<file path="config.mk">
export PLATFORM = sky130hd
export DESIGN_NAME = legv8_control_unit
export DESIGN_NICKNAME = d
export VERILOG_FILES = /design/src/rtl/legv8_control_unit.sv
export SDC_FILE = /design/constraint.sdc
export NUM_CORES = 1
export LEC_CHECK = 0
export ABC_AREA = 1
export CAP_MARGIN = 10
export CORE_AREA = 2 2 123 244
export CTS_BUF_LIST = sky130_fd_sc_hd__clkbuf_8
export CTS_CLUSTER_SIZE = 20
export DETAILED_ROUTE_END_ITERATION = 10
export DIE_AREA = 0 0 125 246
export DONT_BUFFER_PORTS = 1
export PLACE_DENSITY = 0.8
export SLEW_MARGIN = 10
export SYNTH_ARGS = -nofsm -noshare
export SYNTH_HDL_FRONTEND = slang
export SYNTH_SLANG_ARGS = --single-unit
export TNS_END_PERCENT = 50
</file>
<file path="constraint.sdc">
create_clock -name clk -period 8 [get_ports clk]
set_clock_uncertainty 0.05 [all_clocks]
set_input_delay 2.4 -clock clk [delete_from_list [all_inputs] [get_ports clk]]
set_output_delay 2.4 -clock clk [all_outputs]
set_load 0.03 [all_outputs]
</file>
<file path="src/rtl/legv8_control_unit.sv">
// Multi-cycle LEGv8 control sequencer: holds PC and IR, and steps datapath_legv8
// through fetch, decode, execute, memory and branch cycles via a combinational control word.
module legv8_control_unit #(
    parameter logic [63:0] PC_RESET = 64'd0,
    parameter int unsigned ADDR_W   = 8
) (
    input  logic              clk,
    input  logic              rst,
    input  logic [31:0]       instr,
    input  logic [63:0]       f,
    input  logic [3:0]        stat,
    output logic [63:0]       imem_addr,
    output logic [4:0]        DA,
    output logic [4:0]        SA,
    output logic [4:0]        SB,
    output logic [4:0]        FS,
    output logic              W_reg,
    output logic              W_ram,
    output logic              c_out,
    output logic              B_sel,
    output logic              B_en,
    output logic              ram_en,
    output logic              alu_en,
    output logic              D_en,
    output logic [63:0]       k,
    output logic [ADDR_W-1:0] addr,
    output logic              halted,
    output logic              illegal
);

    typedef enum logic [2:0] {
        S_FETCH,
        S_DECODE,
        S_EXEC,
        S_MEM_ADDR,
        S_MEM_LD,
        S_MEM_ST,
        S_HALT
    } state_t;

    localparam logic [4:0] FS_AND = 5'b00000;
    localparam logic [4:0] FS_ORR = 5'b00100;
    localparam logic [4:0] FS_ADD = 5'b01000;
    localparam logic [4:0] FS_SUB = 5'b01001;
    localparam logic [4:0] FS_EOR = 5'b01100;

    state_t            r_state;
    state_t            w_state_nxt;
    logic [63:0]       r_pc;
    logic [63:0]       w_pc_nxt;
    logic [31:0]       r_ir;
    logic [31:0]       w_ir_nxt;
    logic [ADDR_W-1:0] r_addr;
    logic [ADDR_W-1:0] w_addr_nxt;
    logic              r_illegal;
    logic              w_illegal_nxt;

    // Opcode decode from the latched instruction
    logic w_is_add, w_is_sub, w_is_and, w_is_orr, w_is_eor;
    logic w_is_addi, w_is_subi, w_is_ldur, w_is_stur, w_is_b, w_is_cbz, w_is_hlt;
    logic w_is_rtype, w_is_itype;

    assign w_is_add   = (r_ir[31:21] == 11'b10001011000);
    assign w_is_sub   = (r_ir[31:21] == 11'b11001011000);
    assign w_is_and   = (r_ir[31:21] == 11'b10001010000);
    assign w_is_orr   = (r_ir[31:21] == 11'b10101010000);
    assign w_is_eor   = (r_ir[31:21] == 11'b11001010000);
    assign w_is_addi  = (r_ir[31:22] == 10'b1001000100);
    assign w_is_subi  = (r_ir[31:22] == 10'b1101000100);
    assign w_is_ldur  = (r_ir[31:21] == 11'b11111000010);
    assign w_is_stur  = (r_ir[31:21] == 11'b11111000000);
    assign w_is_b     = (r_ir[31:26] == 6'b000101);
    assign w_is_cbz   = (r_ir[31:24] == 8'b10110100);
    assign w_is_hlt   = (r_ir[31:21] == 11'b11010100010);
    assign w_is_rtype = w_is_add | w_is_sub | w_is_and | w_is_orr | w_is_eor;
    assign w_is_itype = w_is_addi | w_is_subi;

    // Branch and memory offsets; PC arithmetic wraps modulo 2^64
    logic [63:0] w_br_off;
    logic [63:0] w_cb_off;
    logic [63:0] w_imm9;
    logic [63:0] w_imm12;

    assign w_br_off = {{36{r_ir[25]}}, r_ir[25:0], 2'b00};
    assign w_cb_off = {{43{r_ir[23]}}, r_ir[23:5], 2'b00};
    assign w_imm9   = {{55{r_ir[20]}}, r_ir[20:12]};
    assign w_imm12  = {52'd0, r_ir[21:10]};

    logic w_unused;
    assign w_unused = ^{f[63:ADDR_W], stat[3:1]};

    always_ff @(posedge clk) begin
        if (rst) begin
            r_state   <= S_FETCH;
            r_pc      <= PC_RESET;
            r_ir      <= 32'd0;
            r_addr    <= '0;
            r_illegal <= 1'b0;
        end else begin
            r_state   <= w_state_nxt;
            r_pc      <= w_pc_nxt;
            r_ir      <= w_ir_nxt;
            r_addr    <= w_addr_nxt;
            r_illegal <= w_illegal_nxt;
        end
    end

    always_comb begin
        w_state_nxt   = r_state;
        w_pc_nxt      = r_pc;
        w_ir_nxt      = r_ir;
        w_addr_nxt    = r_addr;
        w_illegal_nxt = r_illegal;
        DA     = 5'd0;
        SA     = 5'd0;
        SB     = 5'd0;
        FS     = FS_AND;
        W_reg  = 1'b0;
        W_ram  = 1'b0;
        c_out  = 1'b0;
        B_sel  = 1'b0;
        B_en   = 1'b0;
        ram_en = 1'b0;
        alu_en = 1'b0;
        D_en   = 1'b0;
        k      = 64'd0;

        case (r_state)
            S_FETCH: begin
                w_ir_nxt    = instr;
                w_state_nxt = S_DECODE;
            end
            S_DECODE: begin
                if (w_is_rtype || w_is_itype || w_is_b || w_is_cbz) begin
                    w_state_nxt = S_EXEC;
                end else if (w_is_ldur || w_is_stur) begin
                    w_state_nxt = S_MEM_ADDR;
                end else if (w_is_hlt) begin
                    w_state_nxt = S_HALT;
                end else begin
                    w_state_nxt   = S_HALT;
                    w_illegal_nxt = 1'b1;
                end
            end
            S_EXEC: begin
                w_state_nxt = S_FETCH;
                w_pc_nxt    = r_pc + 64'd4;
                if (w_is_rtype || w_is_itype) begin
                    SA     = r_ir[9:5];
                    SB     = r_ir[20:16];
                    DA     = r_ir[4:0];
                    alu_en = 1'b1;
                    W_reg  = 1'b1;
                    if (w_is_itype) begin
                        SB    = 5'd0;
                        B_sel = 1'b1;
                        k     = w_imm12;
                    end
                    if (w_is_add || w_is_addi) begin
                        FS = FS_ADD;
                    end else if (w_is_sub || w_is_subi) begin
                        FS    = FS_SUB;
                        c_out = 1'b1;
                    end else if (w_is_orr) begin
                        FS = FS_ORR;
                    end else if (w_is_eor) begin
                        FS = FS_EOR;
                    end else begin
                        FS = FS_AND;
                    end
                end else if (w_is_b) begin
                    w_pc_nxt = r_pc + w_br_off;
                end else if (w_is_cbz) begin
                    // Rt + 0 through the ALU; Z flag decides the branch this cycle
                    SA    = r_ir[4:0];
                    B_sel = 1'b1;
                    FS    = FS_ADD;
                    if (stat[0]) begin
                        w_pc_nxt = r_pc + w_cb_off;
                    end
                end
            end
            S_MEM_ADDR: begin
                SA         = r_ir[9:5];
                B_sel      = 1'b1;
                k          = w_imm9;
                FS         = FS_ADD;
                w_addr_nxt = f[ADDR_W-1:0];
                w_state_nxt = w_is_ldur ? S_MEM_LD : S_MEM_ST;
            end
            S_MEM_LD: begin
                ram_en      = 1'b1;
                W_reg       = 1'b1;
                DA          = r_ir[4:0];
                w_pc_nxt    = r_pc + 64'd4;
                w_state_nxt = S_FETCH;
            end
            S_MEM_ST: begin
                SB          = r_ir[4:0];
                B_en        = 1'b1;
                W_ram       = 1'b1;
                w_pc_nxt    = r_pc + 64'd4;
                w_state_nxt = S_FETCH;
            end
            S_HALT: begin
                w_state_nxt = S_HALT;
            end
            default: begin
                w_state_nxt = S_FETCH;
            end
        endcase
    end

    assign imem_addr = r_pc;
    assign addr      = r_addr;
    assign illegal   = r_illegal;
    assign halted    = (r_state == S_HALT);

endmodule

</file>
==> results of run 1 <==
## routing by layer
metal	overflow	track usage
met1	0	0.6775
met2	193	0.9228
met5	0	0.08987
met3	1	0.4458
met4	83	0.6912
## stage by stage
| stage | area, sq um | worst slack [ns] |
|---|---|---|
| 3_5_place_dp | 18350 | 2.353 |
| 4_1_cts | 18550 | 1.848 |
| 3_3_place_gp | 18350 | 2.420 |
| 2_1_floorplan | 18450 | 2.689 |
## cells in the mapped netlist (all sizes together) (9+ instances only)
| cell type | count |
|---|---|
| nand4 | 46 |
| a21oi | 247 |
| buf | 74 |
| or2 | 19 |
| xor2 | 23 |
| ha | 122 |
| nor3 | 70 |
| nor2 | 373 |
| inv | 618 |
| o21ai | 213 |
| nand3b | 11 |
| nand3 | 253 |
| a31oi | 16 |
| dfxtp | 106 |
| xnor2 | 19 |
| nor4 | 9 |
| nand2 | 1262 |
| o21bai | 27 |
| clkbuf | 43 |
## cell families after synthesis
| family | share of synthesized area |
|---|---|
| fa+ha+maj | 0.08498 |
| simple gates | 0.4612 |
| xor+xnor | 0.01996 |
| other cells | 0.0002034 |
| buf+inv | 0.1657 |
| compound gates | 0.1529 |
| flops | 0.1151 |
==> impl_results.md, run 1 <==
- Outcome: did not finish
- Stage at which the flow ended: 5_1_grt
- First Err: [ERROR GRT-0116] Global routing finished with congestion. Check the congestion regions in the DRC Viewer.
- Number of enable flip-flop cells after synthesis: 0
- H-Tree Level Count: 3
- Die outline height: 246 um
- Row count: 88
- Placed Cells incl. Taps: 3859
- Total congestion overflow: about 280
- Largest net degree at the start of global routing: 77
- Via count of the first global-routing pass: roughly 25k
- Quantity of hold-fixing buffers added after cts: 0
- Fraction of post-synthesis cell area in the top cell type by area: 0.2554
- TritonCTS sink count: 106
- Number of buffers created by CTS: 9
- Yosys warnings: 0
- Synthesized area: approximately 0.018 sq mm
- Root buffer cell: sky130_fd_sc_hd__clkbuf_8
- Cell variety after synth: between 50 and 60
- Post-detail-place hpwl: 71.86 mm
- Synth Instances: 3594
- DIE WIDTH: 125 um
- Largest area contributor in the synthesized netlist: sky130_fd_sc_hd__nand2_1
- Top area cells in the synthesized netlist: sky130_fd_sc_hd__nand2_1 (26%), sky130_fd_sc_hd__inv_1 (13%), sky130_fd_sc_hd__dfxtp_1 (12%)
- Initial standard-cell utilization of the core: 0.6390
- Placer congestion estimate: 1.304
- Buffer count from post-CTS setup fixing: 0
- Post-synthesis area per instance: 5.129 sq um
- Wire length of the first global-routing pass: between 150 and 200 mm
- Number of top-level pins: between 200 and 300
- Global-route usage over all layers: 0.6843
- Maximum clock path buffer count: 2
- Primary flip-flop cell chosen by synthesis mapping: sky130_fd_sc_hd__dfxtp_1
- Post-cts sizing count: 0
- Proportion of synthesized chip area in sequential cells: 0.1151
- Synth async-reset ratio: 0
- Total of buffers placed on input and output ports: 0
- Synthesis-stage register bit count: roughly 110
==> run 2: changes to the inputs <==
- CORE_AREA: 2 2 123 244 -> 2 2 218 220
- CTS_BUF_LIST: sky130_fd_sc_hd__clkbuf_8 -> default
- CTS_CLUSTER_SIZE: 20 -> default
- DIE_AREA: 0 0 125 246 -> 0 0 220 222
- PLACE_DENSITY: 0.8 -> default
- PLACE_DENSITY_LB_ADDON: default -> 0.15
==> impl_results.md, run 2 <==
- Most common library cells after synthesis: sky130_fd_sc_hd__nand2_1 (1254), sky130_fd_sc_hd__inv_1 (614), sky130_fd_sc_hd__nor2_1 (366), sky130_fd_sc_hd__nand3_1 (251), sky130_fd_sc_hd__a21oi_1 (245) (unchanged)
- Number of failing hold endpoints at the final stage: 0
- Proportion of synthesized chip area in sequential cells: 0.1151 (unchanged)
- DIE WIDTH: 220 um (was 125 um)
- Quantity of hold-fixing buffers added after cts: 0 (unchanged)
- Row count: 79 (was 88)
- TritonCTS clock tree: yes
- Outcome: finished clean (was did not finish)
- Layout cells sized above 1: 0.02476
- Global-route usage over all layers: 0.3546
- Placeable core area: roughly 0.046 sq mm
- Top fanout value on the critical path: 46
- Placer congestion estimate: 1.038 (was 1.304)
- Largest family of logic cells by synthesized area: simple AND/OR/NAND/NOR gates (unchanged)
- Iteration count of the initial detailed-routing pass: 8
- Reg2reg end: imem_addr[34]
- Number of DRC markers after the initial detailed-route iteration: 2634
- Lkg Pwr: 10.09 nW
- Primary flip-flop cell chosen by synthesis mapping: sky130_fd_sc_hd__dfxtp_1 (unchanged)
- Setup repair after global routing missed its margin: no
- Total power density per cell area: 188.1 mW/mm^2
- Sum of routed wire length over all layers: 87.67 mm
- H-Tree Level Count: 3 (unchanged)
- Final cell area excluding filler cells: 0.01895 sq mm
- Class of the tightest hold or removal check: register to register
- Synthesized-area fraction occupied by and/or/nand/nor cells: 0.4612 (unchanged)
- Total power consumption of the routed design: 3.566 mW
- Total of buffers placed on input and output ports: 0 (unchanged)
- Maximum clock path buffer count: 2 (unchanged)
- Routed via count: 22.55k
- Most used cell, CP: sky130_fd_sc_hd__nand2_1
- Total congestion overflow: 0
- Area taken by flip-flops and latches: 0.002123 sq mm
- Insertion delay of the later-clocked pin in the worst-skew pair: 0.41 ns
- Number of enable flip-flop cells after synthesis: 0 (unchanged)
- FF-to-FF path depth: 14
- Classification of the worst setup path: register to output pin
- Standard cell with the maximum stage delay on the critical path: sky130_fd_sc_hd__dfxtp_2
- Synthesized area: 0.01843 sq mm (unchanged)
- Synth Instances: 3594 (unchanged)
- Synthesis-to-layout area growth: 2.810%
- Total Die Area: between 0.04 and 0.05 sq mm
- Endpoints failing setup: 0
- Synth async-reset ratio: 0 (unchanged)
- Part of the cycle the worst path needs: 0.7951
- Largest net degree at the start of global routing: 84
- Start point of the worst min-delay path: r_ir[28]
- Most frequent standard cell in the layout excluding fill and tap cells: sky130_fd_sc_hd__nand2_1
- Worst Setup Slack post-DPL: 2.138 ns (was 2.353 ns)
- Highest achievable clock rate: around 0.16 GHz
- Adder-Cell Fraction of Synth Area: 0.08499 (unchanged)
- Via count of the first global-routing pass: 20.04k
- Cell variety after synth: 53 (unchanged)
- Buffer count from post-CTS setup fixing: 0 (unchanged)
- Minimum clock period: 6.361 ns
- Wire length of the first global-routing pass: about 130 mm
- Most common cell in the netlist: sky130_fd_sc_hd__nand2_1 (unchanged)
- Final setup slack of the worst path: around 1.6 ns
- Multiplexer area fraction after synthesis: 0 (unchanged)
- Post-synthesis area per instance: 5.129 sq um (unchanged)
- Synthesis-stage register bit count: 106 (unchanged)
- Top area cells in the synthesized netlist: sky130_fd_sc_hd__nand2_1 (26%), sky130_fd_sc_hd__inv_1 (13%), sky130_fd_sc_hd__dfxtp_1 (12%) (unchanged)
- Count of non-filler cells in the finished layout: 4122
- Flip-flop count of the largest register, all copies and words added: 62
- Clock edge transition at the registers on the reported setup and hold paths: 0.08 ns
- Vias per cell: 5.469
- Remaining max-slew budget at the tightest pin: 0.2332
- Crit Reg-Reg Startpoint: r_ir[23]
- Die outline height: 222 um (was 246 um)
- Hold worst-path end: r_ir[28]
- Filler cell count: 5480
- Pins Over Slew Limit: 0
- Yosys warnings: 0 (unchanged)
- Worst hold margin: 0.4763 ns
- Highest-count cells in the layout ignoring fill and taps: sky130_fd_sc_hd__nand2_1 (1254), sky130_fd_sc_hd__inv_1 (610), sky130_fd_sc_hd__nor2_1 (364)
- Number of routed nets with antenna violations: 0
- Post-route setup TNS: 0 ns
- VDD IR-drop max: 0.0001755 V
- Post-synthesis compound-gate area fraction: 0.1529 (unchanged)
- Xor/xnor cell area share of the yosys netlist: 0.01996 (unchanged)
- Final core utilization: 0.4097
- TritonCTS sink count: 106 (unchanged)
- Post-cts sizing count: 0 (unchanged)
- Placed Cells incl. Taps: 4105 (was 3859)
- Critical path data required time: 5.55 ns
- Arr. time, crit path: 3.91 ns
- Average detailed-routed wire length per instance: 21.27 um
- Post-detail-place hpwl: 71.81 mm (was 71.86 mm)
- Kind of end point of the critical path: output pin
- Measured slew at the worst slew-check pin: 1.150 ns
- Net count, final: between 3k and 4k
- Placement-stage cell area: 0.01866 sq mm (was 0.01835 sq mm)
- Type of element launching the critical path: register
- Slowest Stage Delay on Critical Path: roughly 1.1 ns
- Fraction of post-synthesis cell area in the top cell type by area: 0.2554 (unchanged)
- Number of top-level pins: 268 (unchanged)
- Number of antenna violations at the first check in global routing: 3
- Multi-input combinational cell area: between 0.01 and 0.015 sq mm
- Crit path launch: r_ir[23]
- Root buffer cell: sky130_fd_sc_hd__clkbuf_16 (was sky130_fd_sc_hd__clkbuf_8)
- Number of buffers created by CTS: 9 (unchanged)
- Largest area contributor in the synthesized netlist: sky130_fd_sc_hd__nand2_1 (unchanged)
- Hold path depth: 2
- Reg-to-reg slack, setup: 3.95 ns
- DRC: 0
- Initial standard-cell utilization of the core: 0.3985 (was 0.6390)
- Maximum Capacitance Violations: 0
- Ordered list of cells on the worst path: inv_1, nand2_1, nor4_1, nand2_1, nand2_1, nor2_2, inv_1, nand2_1, clkinv_1, nor2_1, inv_1
-- run 2: cell counts after synthesis --
No cell type changed its count.
-- run 2: how the worst max path moves through the flow --
| stage | slack [ns] | endpoint |
|---|---|---|
| 2_1_floorplan | 2.69 | SA[0] |
| 3_3_place_gp | 2.18 | W_reg |
| 3_5_place_dp | 2.14 | W_reg |
| 4_1_cts | 1.69 | W_reg |
| 5_1_grt | 1.33 | W_reg |
| 6_report | 1.64 | W_reg |
-- run 2: logic make-up after synthesis --
logic type / Yosys count
and+or+nand+nor: 2052
buffers and inverters: 738
AOI/OAI and AO/OA: 531
adders and majority gates: 124
DFF: 106
xor gates and xnor gates: 42
other: 1
-- run 2: where the power goes --
| part | internal, mW | switching [mW] |
|---|---|---|
| logic | 0.596 | 1.36 |
| clock network | 0.220 | 0.266 |
| registers | 0.635 | 0.484 |
| total | 1.45 | 2.11 |
-- run 2: area by class of cell --
class | count | area share
antenna | 1 | 0.0001320
timing repair buffer | 17 | 0.007791
inverter | 621 | 0.1234
tap | 607 | 0.04008
sequential | 106 | 0.1120
clock buffer | 9 | 0.01188
clock inverter | 7 | 0.003565
multi-input combinational | 2754 | 0.7011
-- run 2: layer usage --
layer  global-route usage  routed length (um)
met5             0.004040                 108
met4               0.1225                3228
met3              0.07160               10130
met2               0.5076               35160
met1               0.5195               39040
-- run 2: critical path, delay by kind of cell, from the launching register on --
kind,cells,cell delay (ns)
buffers and inverters,4,0.88
flip-flops,1,1.05
AND/OR/NAND/NOR,7,1.56
(Power assumes the default switching activity.)
==> run 3: changes to the inputs <==
- clock period: 8 -> 5.1 ns (I/O delays scaled with it)
==> impl_results.md, run 3 (same netlist as run 2, synthesis figures left out) <==
- Total Die Area: 0.04884 sq mm (unchanged)
- Routed via count: 22.55k (about the same)
- Post-detail-place hpwl: 72.66 mm (was 71.81 mm)
- Post-cts sizing count: 0 (unchanged)
- Kind of end point of the critical path: output pin (unchanged)
- Wire length the detailed router placed on met1: 39.03 mm (was 39.04 mm)
- Endpoints failing setup: 0 (unchanged)
- FF-to-FF path depth: 11 (was 14)
- Highest-count cells in the layout ignoring fill and taps: sky130_fd_sc_hd__nand2_1 (1254), sky130_fd_sc_hd__inv_1 (610), sky130_fd_sc_hd__nor2_1 (364) (unchanged)
- DIE WIDTH: 220 um (unchanged)
- Minimum clock period: 4.747 ns
- Class of the tightest hold or removal check: register to register (unchanged)
- Lkg Pwr: 10.32 nW (was 10.09 nW)
- Buffer count from post-CTS setup fixing: 0 (unchanged)
- Sum of routed wire length over all layers: 87.16 mm (was 87.67 mm)
- Remaining max-slew budget at the tightest pin: 0.2532 (was 0.2332)
- Placeable core area: 0.04626 sq mm (unchanged)
- Type of element launching the critical path: register (unchanged)
- H-Tree Level Count: 3 (unchanged)
- Maximum clock path buffer count: 2 (unchanged)
- DRC: 0 (unchanged)
- Die outline height: 222 um (unchanged)
- Most frequent standard cell in the layout excluding fill and tap cells: sky130_fd_sc_hd__nand2_1 (unchanged)
- Top Metal Used: met4 (was met5)
- Number of failing hold endpoints at the final stage: 0 (unchanged)
- Via count of the first global-routing pass: 20.31k (was 20.04k)
- Part of the cycle the worst path needs: 0.9307
- Number of top-level pins: 268 (unchanged)
- TritonCTS clock tree: yes (unchanged)
- Total length of routed met3 wires: 9.649 mm (was 10.13 mm)
- Number of routed nets with antenna violations: 0 (unchanged)
- Measured slew at the worst slew-check pin: 1.129 ns (was 1.150 ns)
- VDD IR-drop max: 0.0002089 V (was 0.0001755 V)
- Top fanout value on the critical path: 14 (was 46)
- Wire length of the first global-routing pass: 127.5 mm (was 128.0 mm)
- Iteration count of the initial detailed-routing pass: 6 (was 8)
- Total of buffers placed on input and output ports: 0 (unchanged)
- Average detailed-routed wire length per instance: 20.93 um (was 21.27 um)
- Worst hold margin: 0.4276 ns (was 0.4763 ns)
- Arr. time, crit path: 3.17 ns (was 3.91 ns)
- Antenna Diode Count: 0 (was 1)
- Net count, final: 3778 (was 3735)
- Placer congestion estimate: 1.067 (was 1.038)
- Number of antenna violations at the first check in global routing: 1 (was 3)
- Pins Over Slew Limit: 0 (unchanged)
- Number of DRC markers after the initial detailed-route iteration: 2343 (was 2634)
- Post-route setup TNS: 0 ns (unchanged)
- Clock edge transition at the registers on the reported setup and hold paths: 0.09 ns (was 0.08 ns)
- Synthesis-to-layout area growth: 4.616% (was 2.810%)
- Total power density per cell area: 291.8 mW/mm^2 (was 188.1 mW/mm^2)
- Largest net degree at the start of global routing: 54 (was 84)
- Layout cells sized above 1: 0.03655 (was 0.02476)
- Insertion delay of the later-clocked pin in the worst-skew pair: 0.41 ns (about the same)
- Initial standard-cell utilization of the core: 0.3985 (unchanged)
- Setup repair after global routing missed its margin: no (unchanged)
- Classification of the worst setup path: register to output pin (unchanged)
- Number of buffers created by CTS: 9 (unchanged)
- TritonCTS sink count: 106 (unchanged)
- Vias per cell: 5.416 (was 5.469)
- Flip-flop count of the largest register, all copies and words added: 62 (unchanged)
- Outcome: finished clean (unchanged)
- Root buffer cell: sky130_fd_sc_hd__clkbuf_16 (unchanged)
- Highest achievable clock rate: about 0.21 GHz
- Hold path depth: 2 (unchanged)
- Maximum Capacitance Violations: 0 (unchanged)
- Met2 WL: 35.72 mm (was 35.16 mm)
- Row count: 79 (unchanged)
- Critical path data required time: 3.52 ns (was 5.55 ns)
- Quantity of hold-fixing buffers added after cts: 0 (unchanged)
- Total congestion overflow: 0 (unchanged)
- Global-route usage over all layers: 0.3527 (was 0.3546)
==> run 3: worst max-delay path, cell delays in order (launching register included) <==
cell and delay, ns:
sky130_fd_sc_hd__dfxtp_1 0.64, sky130_fd_sc_hd__nor3_1 0.12, sky130_fd_sc_hd__nand2_1 0.41, sky130_fd_sc_hd__nand2_1 0.18, sky130_fd_sc_hd__nor2_2 0.30, sky130_fd_sc_hd__inv_1 0.10
sky130_fd_sc_hd__nand2_1 0.09, sky130_fd_sc_hd__clkinv_1 0.22, sky130_fd_sc_hd__nor2_1 0.43, sky130_fd_sc_hd__inv_1 0.26
==> run 3: path summary, 6_finish.rpt <==
| kind | start | to | slack, ns |
|---|---|---|---|
| setup / recovery | r_ir[22] | W_reg | 0.35 |
| hold / removal | r_ir[25] | r_ir[25] | 0.43 |
| setup reg to reg | imem_addr[11] | imem_addr[20] | 1.30 |
| hold reg to reg | r_ir[25] | r_ir[25] | 0.43 |
==> run 3: cell type report <==
cell class              instances  area (sq um)
clock buffers                   9         225.2
clock inverters                 7         80.08
fillers                      5474         26980
inverters                     621          2338
multi-input cells            2754         13290
flip-flops and latches        106          2123
well taps                     607         759.5
repair buffers                 60         470.5
==> run 3: power breakdown <==
part | internal, mW | total, mW | switching [mW] | leakage (nW)
combinational | 0.976 | 3.28 | 2.30 | 9.30
clock | 0.350 | 0.769 | 0.419 | 0.146
sequential | 0.996 | 1.58 | 0.581 | 0.870
==> run 3: layer usage <==
layer,up-vias,global-route usage
li1,11240,-
met5,-,0
met1,10180,0.5027
met4,0,0.1048
met3,135,0.08793
met2,999,0.5182
==> run 3: stage by stage <==
stage          worst slack (ns)  cells  power [mW]  instance area [sq um]  utilization
6_report                 0.3535   4164       5.626                  19280       0.4169
5_1_grt                  0.1124   4164       6.016                  19280       0.4169
4_1_cts                  0.4167   4164       5.518                  19280       0.4169
3_5_place_dp             0.8589   4148       4.740                  18980       0.4103
3_3_place_gp             0.9253   4148       4.751                  18980       0.4103
2_1_floorplan            0.6594   3598       3.662                  18450            -
